<file path="config.mk">
export PLATFORM = sky130hd
export DESIGN_NAME = instr_fetch
export DESIGN_NICKNAME = d
export VERILOG_FILES = /design/src/rtl/instr_fetch.sv
export SDC_FILE = /design/constraint.sdc
export NUM_CORES = 1
export LEC_CHECK = 0
export CORE_ASPECT_RATIO = 0.8
export CORE_MARGIN = 8
export CORE_UTILIZATION = 40
export CTS_CLUSTER_SIZE = 24
export DETAILED_ROUTE_END_ITERATION = 16
export GPL_TIMING_DRIVEN = 0
export PLACE_DENSITY = 0.74
export SYNTH_ARGS = -nofsm -noshare
export SYNTH_HDL_FRONTEND = slang
export SYNTH_SLANG_ARGS = --single-unit
</file>
<file path="constraint.sdc">
create_clock -name clk -period 1.8 [get_ports clk]
set_clock_uncertainty 0.05 [all_clocks]
set_input_delay 0.36 -clock clk [delete_from_list [all_inputs] [get_ports clk]]
set_output_delay 0.36 -clock clk [all_outputs]
set_load 0.01 [all_outputs]
</file>
<file path="src/rtl/instr_fetch.sv">
// Per-core instruction fetch unit: assembles one- or two-word instructions from
// this core's instruction memory slice and delivers them over valid/ready.
module instr_fetch #(
  parameter logic [15:0] RESET_PC   = 16'd0,
  parameter logic [15:0] ENDOP_CODE = 16'd51,
  parameter logic [15:0] LDAC_CODE  = 16'd5,
  parameter logic [15:0] JUMP_CODE  = 16'd46,
  parameter logic [15:0] JPNZ_CODE  = 16'd48,
  parameter logic [15:0] JPPZ_CODE  = 16'd62
) (
  input  logic        clk,
  input  logic        rst,
  output logic [15:0] im_addr,
  input  logic [15:0] im_data,
  output logic        instr_valid,
  input  logic        instr_ready,
  output logic [15:0] instr_opcode,
  output logic [15:0] instr_operand,
  output logic [15:0] instr_pc,
  output logic        instr_two_word,
  input  logic        redirect,
  input  logic [15:0] redirect_pc,
  output logic        halted
);

  typedef enum logic [2:0] {
    S_ISSUE   = 3'd0,
    S_OPC     = 3'd1,
    S_OPW     = 3'd2,
    S_OPND    = 3'd3,
    S_DELIVER = 3'd4,
    S_HALT    = 3'd5
  } state_t;

  state_t      r_state;
  state_t      w_next;
  logic [15:0] r_pc;
  logic        r_valid;
  logic [15:0] r_opcode;
  logic [15:0] r_operand;
  logic [15:0] r_instr_pc;
  logic        r_two_word;
  logic        r_halted;

  logic        w_two_word;
  logic        w_accept;
  logic        w_accept_endop;
  logic        w_redirect_take;

  assign w_two_word = (im_data == LDAC_CODE) || (im_data == JUMP_CODE) ||
                      (im_data == JPNZ_CODE) || (im_data == JPPZ_CODE);
  assign w_accept       = (r_state == S_DELIVER) && instr_ready;
  assign w_accept_endop = w_accept && (r_opcode == ENDOP_CODE);
  // A halting accept beats a same-cycle redirect; HALT ignores redirects entirely.
  assign w_redirect_take = redirect && (r_state != S_HALT) && !w_accept_endop;

  // State register.
  always_ff @(posedge clk) begin
    if (rst) begin
      r_state <= S_ISSUE;
    end else begin
      r_state <= w_next;
    end
  end

  // Next-state selection.
  always_comb begin
    w_next = r_state;
    case (r_state)
      S_ISSUE:   w_next = S_OPC;
      S_OPC:     w_next = w_two_word ? S_OPW : S_DELIVER;
      S_OPW:     w_next = S_OPND;
      S_OPND:    w_next = S_DELIVER;
      S_DELIVER: begin
        if (instr_ready) begin
          w_next = (r_opcode == ENDOP_CODE) ? S_HALT : S_ISSUE;
        end else begin
          w_next = S_DELIVER;
        end
      end
      S_HALT:    w_next = S_HALT;
      default:   w_next = S_ISSUE;
    endcase
    if (w_redirect_take) begin
      w_next = S_ISSUE;
    end else begin
      w_next = w_next;
    end
  end

  // PC and instruction bundle registers.
  always_ff @(posedge clk) begin
    if (rst) begin
      r_pc       <= RESET_PC;
      r_valid    <= 1'b0;
      r_opcode   <= 16'd0;
      r_operand  <= 16'd0;
      r_instr_pc <= 16'd0;
      r_two_word <= 1'b0;
      r_halted   <= 1'b0;
    end else if (w_redirect_take) begin
      r_pc    <= redirect_pc;
      r_valid <= 1'b0;
    end else begin
      case (r_state)
        S_OPC: begin
          r_opcode   <= im_data;
          r_instr_pc <= r_pc;
          r_pc       <= r_pc + 16'd1;
          r_two_word <= w_two_word;
          if (!w_two_word) begin
            r_operand <= 16'd0;
            r_valid   <= 1'b1;
          end
        end
        S_OPND: begin
          r_operand <= im_data;
          r_pc      <= r_pc + 16'd1;
          r_valid   <= 1'b1;
        end
        S_DELIVER: begin
          if (instr_ready) begin
            r_valid <= 1'b0;
            if (r_opcode == ENDOP_CODE) begin
              r_halted <= 1'b1;
            end
          end
        end
        default: begin
        end
      endcase
    end
  end

  assign im_addr        = r_pc;
  assign instr_valid    = r_valid;
  assign instr_opcode   = r_opcode;
  assign instr_operand  = r_operand;
  assign instr_pc       = r_instr_pc;
  assign instr_two_word = r_two_word;
  assign halted         = r_halted;

endmodule

</file>
== Yosys cells after proc, flatten, opt, wreduce, memory -nomap -nowiden ==
Cells that the tools add are included.

* Bitwise gates (word level): 1
* Reduce and logical (&&, ||, !) cells: 18
* Add/sub/neg operators: 1
* Eq/ne operators: 13
* Muxes and demuxes: 11

{| class="wikitable"
|+ Operators with widths
! cell !! count
|-
| 16-bit by 6-bit equality test with 1-bit output (second input constant) || 4
|-
| 16-bit 2-to-1 mux || 3
|-
| 16-bit case mux with 2 select lines || 1
|-
| 3-bit case mux with 6 select lines || 1
|-
| 16-bit by 1-bit adder with 16-bit output (second input constant) || 1
|-
| 16-bit by 3-bit equality test with 1-bit output (second input constant) || 1
|-
| 3-bit 2-to-1 mux || 3
|-
| 3-bit by 2-bit equality test with 1-bit output (second input constant) || 2
|-
| 3-bit equality test (second input constant) || 2
|-
| 3-bit AND reduction || 2
|-
| 1-bit logical AND || 4
|-
| 2-bit != test (second input constant) || 2
|-
| 4-bit AND reduction || 1
|-
| 2-bit nonzero test || 2
|-
| 2-bit OR reduction || 2
|-
| 3-bit by 1-bit equality test with 1-bit output (second input constant) || 1
|-
| 3-bit zero test || 1
|-
| 1-bit logical OR || 3
|-
| 3-bit != test (second input constant) || 1
|-
| 1-bit case mux with 3 select lines || 1
|-
| 3-bit nonzero test || 1
|-
| 1-bit 2-to-1 mux || 2
|-
| 2-bit AND reduction || 1
|-
| 1-bit zero test || 1
|-
| 1-bit inverter || 1
|}

* Logic and storage cells: 52
* Bits of input ports: 36
* Flip-flop bits (word level): 70

== Longest topological paths before layout ==
* Depth in word-level cells: 7
* Depth in mapped cells: 8
* Depth with buffers taken out: 6

== Worst setup path before layout ==
Ideal clock, no wire load.

* Path kind: input port to flip-flop
* Start point: input port im_data[1]
* End point: register r_operand[10], in the netlist instr_operand[10]
* Stages on the path: 6
* Library setup time: 57 ps
* Required time: 1,693 ps
* Arrival time: 1,757 ps
* Setup slack: -64 ps
* Path buffers: 1
* Cells stage by stage: or4b_1 a21oi_2 o2111ai_2 a21oi_4 buf_6 a22o_2

* Word-level cells in the longest chain between the ends: 6

{| class="wikitable"
|+ Ends and longest elaborated chain
! what !! RTL line !! RTL
|-
| start, declared || 14 || <nowiki>input logic [15:0] im_data,</nowiki>
|-
| 16-bit by 3-bit equality test with 1-bit output or 16-bit by 6-bit equality test with 1-bit output (tied branches) || 50 || <nowiki>assign w_two_word = (im_data == LDAC_CODE) || (im_data == JUMP_CODE) ||</nowiki>
|-
| 1-bit logical OR (2 in a row) || 50 ||
|-
| 1-bit logical OR * || 51 || <nowiki>(im_data == JPNZ_CODE) || (im_data == JPPZ_CODE);</nowiki>
|-
| 2-bit != test (no line) * || - ||
|-
| 3-bit AND reduction (no line) * || - ||
|-
| end signal, assigned || 117 || <nowiki>r_operand <= im_data;</nowiki>
|-
| end, declared || 40 || <nowiki>logic [15:0] r_operand;</nowiki>
|}

Every way passes the cells marked *; elsewhere a longest branch is shown, timed or not.
A chain may end at the register's enable or synchronous reset.

== Worst setup path in the final report ==
* Start point: register r_opcode[8], in the netlist instr_opcode[8]
* End point: register r_pc[9], in the netlist im_addr[9]

* Word-level cells in the longest chain between the ends: 5

{| class="wikitable"
|+ Ends and longest elaborated chain
! what !! RTL line !! RTL
|-
| start, declared || 39 || <nowiki>logic [15:0] r_opcode;</nowiki>
|-
| start signal, assigned || 107 || <nowiki>r_opcode <= im_data;</nowiki>
|-
| 16-bit by 6-bit equality test with 1-bit output * || 53 || <nowiki>assign w_accept_endop = w_accept && (r_opcode == ENDOP_CODE);</nowiki>
|-
| 1-bit logical AND * || 53 ||
|-
| 1-bit zero test * || 55 || <nowiki>assign w_redirect_take = redirect && (r_state != S_HALT) && !w_accept_endop;</nowiki>
|-
| 1-bit logical AND * || 55 ||
|-
| 16-bit 2-to-1 mux or 2-bit nonzero test (tied branches) || - ||
|-
| end signal, assigned || 102 || <nowiki>r_pc <= redirect_pc;</nowiki>
|-
| end signal, assigned || 109 || <nowiki>r_pc <= r_pc + 16'd1;</nowiki>
|-
| end signal, assigned || 118 || <nowiki>r_pc <= r_pc + 16'd1;</nowiki>
|-
| end, declared || 37 || <nowiki>logic [15:0] r_pc;</nowiki>
|}

Marks and branches as above.

==> results_dict.tcl <==
set metrics [dict create \
    outcome "complete, but fails checks" \
    violations "negative setup slack" \
    final.min_clock_period_ns 1.80 \
    critical_path_class "flop to flop" \
    syn_inst 339 \
    grt_use_met2_pct 30.7 \
    place_congestion 0.859 \
    drt_first_iter_violations 155 \
    seq_power_share_pct 44.6 \
    grt_use_total_pct 18.7 \
    vias 3056 \
    power_w 0.00371 \
    core-area_um2 6960 \
    overflow 0 \
    drt-total-wl_mm 10.3 \
    antenna_found_initial 0 \
    setup_viol 3 \
    grt_pass1_wl_mm 15.5 \
    worstSkewPairLatency_ns 0.35 \
    dp_slack_ns -0.731 \
    die_area_um2 10200 \
    fp-row-count 27 \
    crit_chain "nor4_1, nand4_1, o211ai_1, buf_4, buf_6, nor2_1, a211oi_2" \
    initial_utilization_pct 41.6 \
    io_pins 103 \
    root_buffer "clkbuf_8" \
    worst_setup_path_start_kind "flop" \
    nNetsFinal 505 \
    pwr-share-comb_pct 13.6 \
    seq_area_frac_synth_pct 48.4 \
    hold_viol_final 0 \
    slowest_stage "dfxtp_1" \
    detail-route-antenna-nets 0 \
    worst_ep_required_time_ns 2.01 \
    final_area_um2 4750 \
    wire_per_inst_um 18.4 \
    tightestPinTransition_ns 0.684 \
    synth-edff-count 0 \
    rsz0062_at_grt "yes" \
    drive_above_1_share_pct 24.1 \
    fillCellCount 561 \
    syn_area_per_cell_um2 8.54 \
    synthesis.nets 376 \
    netlist_area_um2 2900 \
    synth_seq_cells 70 \
    clk_path_buf_depth 2 \
    arrival_ns 2.02 \
    grtUsageMet3_pct 6.84 \
    fmax_mhz 554 \
    cts_made_buffers 9 \
    yosysWarnings 0 \
    cts_sinks 70 \
    fp.dieW_um 111 \
    synth.distinct_cells 40 \
    placed_cell_area_um2 4030 \
    p_per_area_nw_per_um2 782 \
    antennaDiodeCount 0 \
    p_sw_share_pct 24.1 \
    cts_tree "built" \
    dp_hpwl_mm 7.08 \
    crit_fanout 10 \
    min_path_type "primary input to flop" \
    slowest_delay_ns 0.34 \
    avgViaCountPerCell 5.46 \
    finish.utilization_pct 68.2 \
    pwr-share-clk_pct 41.7 \
    setup_slack_ns -0.00451 \
    maxSlewViolCount 0 \
    synthFlopType "dfxtp_1" \
    drt_pre_antenna_iters 4 \
    hold-path-cell-count 3 \
    p_leak_nw 1.77 \
    async_reset_ff_share_pct 0 \
    post-route-period-util_pct 100 \
    drc_errors 0 \
    htreeDepth 3 \
    port_buffers 102 \
    die_y_um 92.1 \
    cap_violations 0 \
    grt_max_degree 13 \
    path_clk_slew_ns 0.08 \
    grt-busiest-layer "met2" \
    r2r_cells 7 \
    p_switching_w 0.000896 \
    grt_pass1_vias 2927 \
    internal_power_w 0.00282 \
    area_growth_pct 63.9 \
    met1_usage_pct 22.8 \
    max_slew_margin_pct 54.4 \
    irDropWorstVdd_mv 0.432 \
    worstSetupEndpointType "flop" \
]
[cell usage after synthesis, types with 2 or more instances]
cell / number / area, um^2
nor2b_1: 2 / 12.5
xor2_1: 8 / 70.1
and3_1: 4 / 25.0
a21oi_1: 35 / 175
a22o_2: 11 / 110
nor4_1: 8 / 50.1
dfxtp_1: 70 / 1400
o221ai_1: 3 / 26.3
a211oi_1: 11 / 82.6
o21ai_0: 5 / 25.0
nand3_1: 7 / 35.0
nand2_1: 78 / 293
xnor2_1: 6 / 52.6
buf_2: 4 / 20.0
nand2b_1: 7 / 43.8
nor2_1: 21 / 78.8
nor4bb_1: 2 / 20.0
a22o_1: 5 / 43.8
clkbuf_1: 17 / 63.8
nor3_1: 8 / 40.0
nand3b_1: 4 / 30.0
nand4_1: 5 / 31.3
[per-layer routing]
layer / up-vias / routed length (um)
met5: - / 0
met1: 1478 / 4600
met2: 109 / 4840
met4: 0 / 157
met3: 15 / 689
li1: 1454 / -
[critical path: cells and delay by family (launching register included)]
kind | cells | cell delay (ns)
simple gates | 3 | 0.60
flops | 1 | 0.34
compound gates | 2 | 0.40
buf+inv | 2 | 0.34
[power by group through the flow]
stage,clock (W),combinational [W],sequential [W]
detailed placement,0,0.000414,0.00168
global placement,0,0.000407,0.00168
CTS,0.00156,0.000454,0.00165
finish,0.00155,0.000506,0.00166
floorplan,0,0.000159,0.00169
global route,0.00166,0.000539,0.00166
[sequential cells by signal (all words and copies together) (netlist names)]
signal,count
instr_operand,16
instr_opcode,16
instr_two_word,1
instr_valid,1
r_state,3
im_addr,16
instr_pc,16
halted,1
[placed cells by master, fill, tap and decap left out, types with 4 or more instances in the layout]
cell,count
dfxtp_2,11
nand2_1,78
nor2_1,17
xor2_1,8
nand3_1,7
a22o_1,5
o21ai_0,4
clkdlybuf4s50_1,89
nand4_1,5
dfxtp_1,58
nand2b_1,4
clkbuf_2,7
buf_6,10
nor3_1,6
dlymetal6s2s_1,7
clkbuf_8,10
nor4_1,4
xnor2_1,6
a211oi_2,7
a211oi_1,4
buf_4,15
a21oi_1,32
nand3b_1,4
a22o_2,11
[final timing paths]
check | from | endpoint | slack [ns]
setup / recovery | instr_opcode[8] | im_addr[9] | -0.005
hold / removal | im_data[4] | instr_opcode[4] | 0.23
setup reg to reg | instr_opcode[8] | im_addr[9] | -0.005
hold reg to reg | instr_pc[11] | instr_pc[11] | 0.41
[area by class of cell]
class                           instances  area [um^2]  area share (%)
Multi-Input combinational cell        245         1620            34.1
Sequential cell                        70         1420            29.9
Timing Repair Buffer                  120         1190            25.1
Buffer                                 21          159            3.35
Clock buffer                           10          138            2.90
Clock inverter                          6          109            2.29
Tap cell                               87          109            2.29
Inverter                                1         3.75          0.0791
[cells by family (layout without fill, tap and decap cells)]
family / count (synthesis) / count (layout) / synth area share [%]
AND/OR/NAND/NOR: 151 / 151 / 24.1
AO/OA/AOI/OAI: 78 / 78 / 18.9
flip-flops: 70 / 70 / 48.4
buffers and inverters: 24 / 158 / 3.54
XOR/XNOR: 14 / 14 / 4.24
adder cells (fa/ha/maj): 1 / 1 / 0.432
multiplexers: 1 / 1 / 0.346
[what timing repair did]
item / in CTS / in global routing
cloned: 2 / 2
endpoints found under the setup margin: 69 / 72
hold buffers: 0 / 0
pin swaps: 9 / 17
setup buffers: 9 / 5
gates resized for setup: 60 / 66
[stage by stage]
step | hold WS, ns | setup TNS (ns) | std cells
after global placement | 0.394 | -31.13 | 528
after floorplan | 0.429 | 0 | 339
after detailed placement | 0.400 | -32.78 | 528
after CTS | 0.234 | 0 | 553
final | 0.230 | -0.00863 | 560
after global routing | 0.237 | -1.43 | 560
Note: power is estimated with default switching activity, not from simulation.
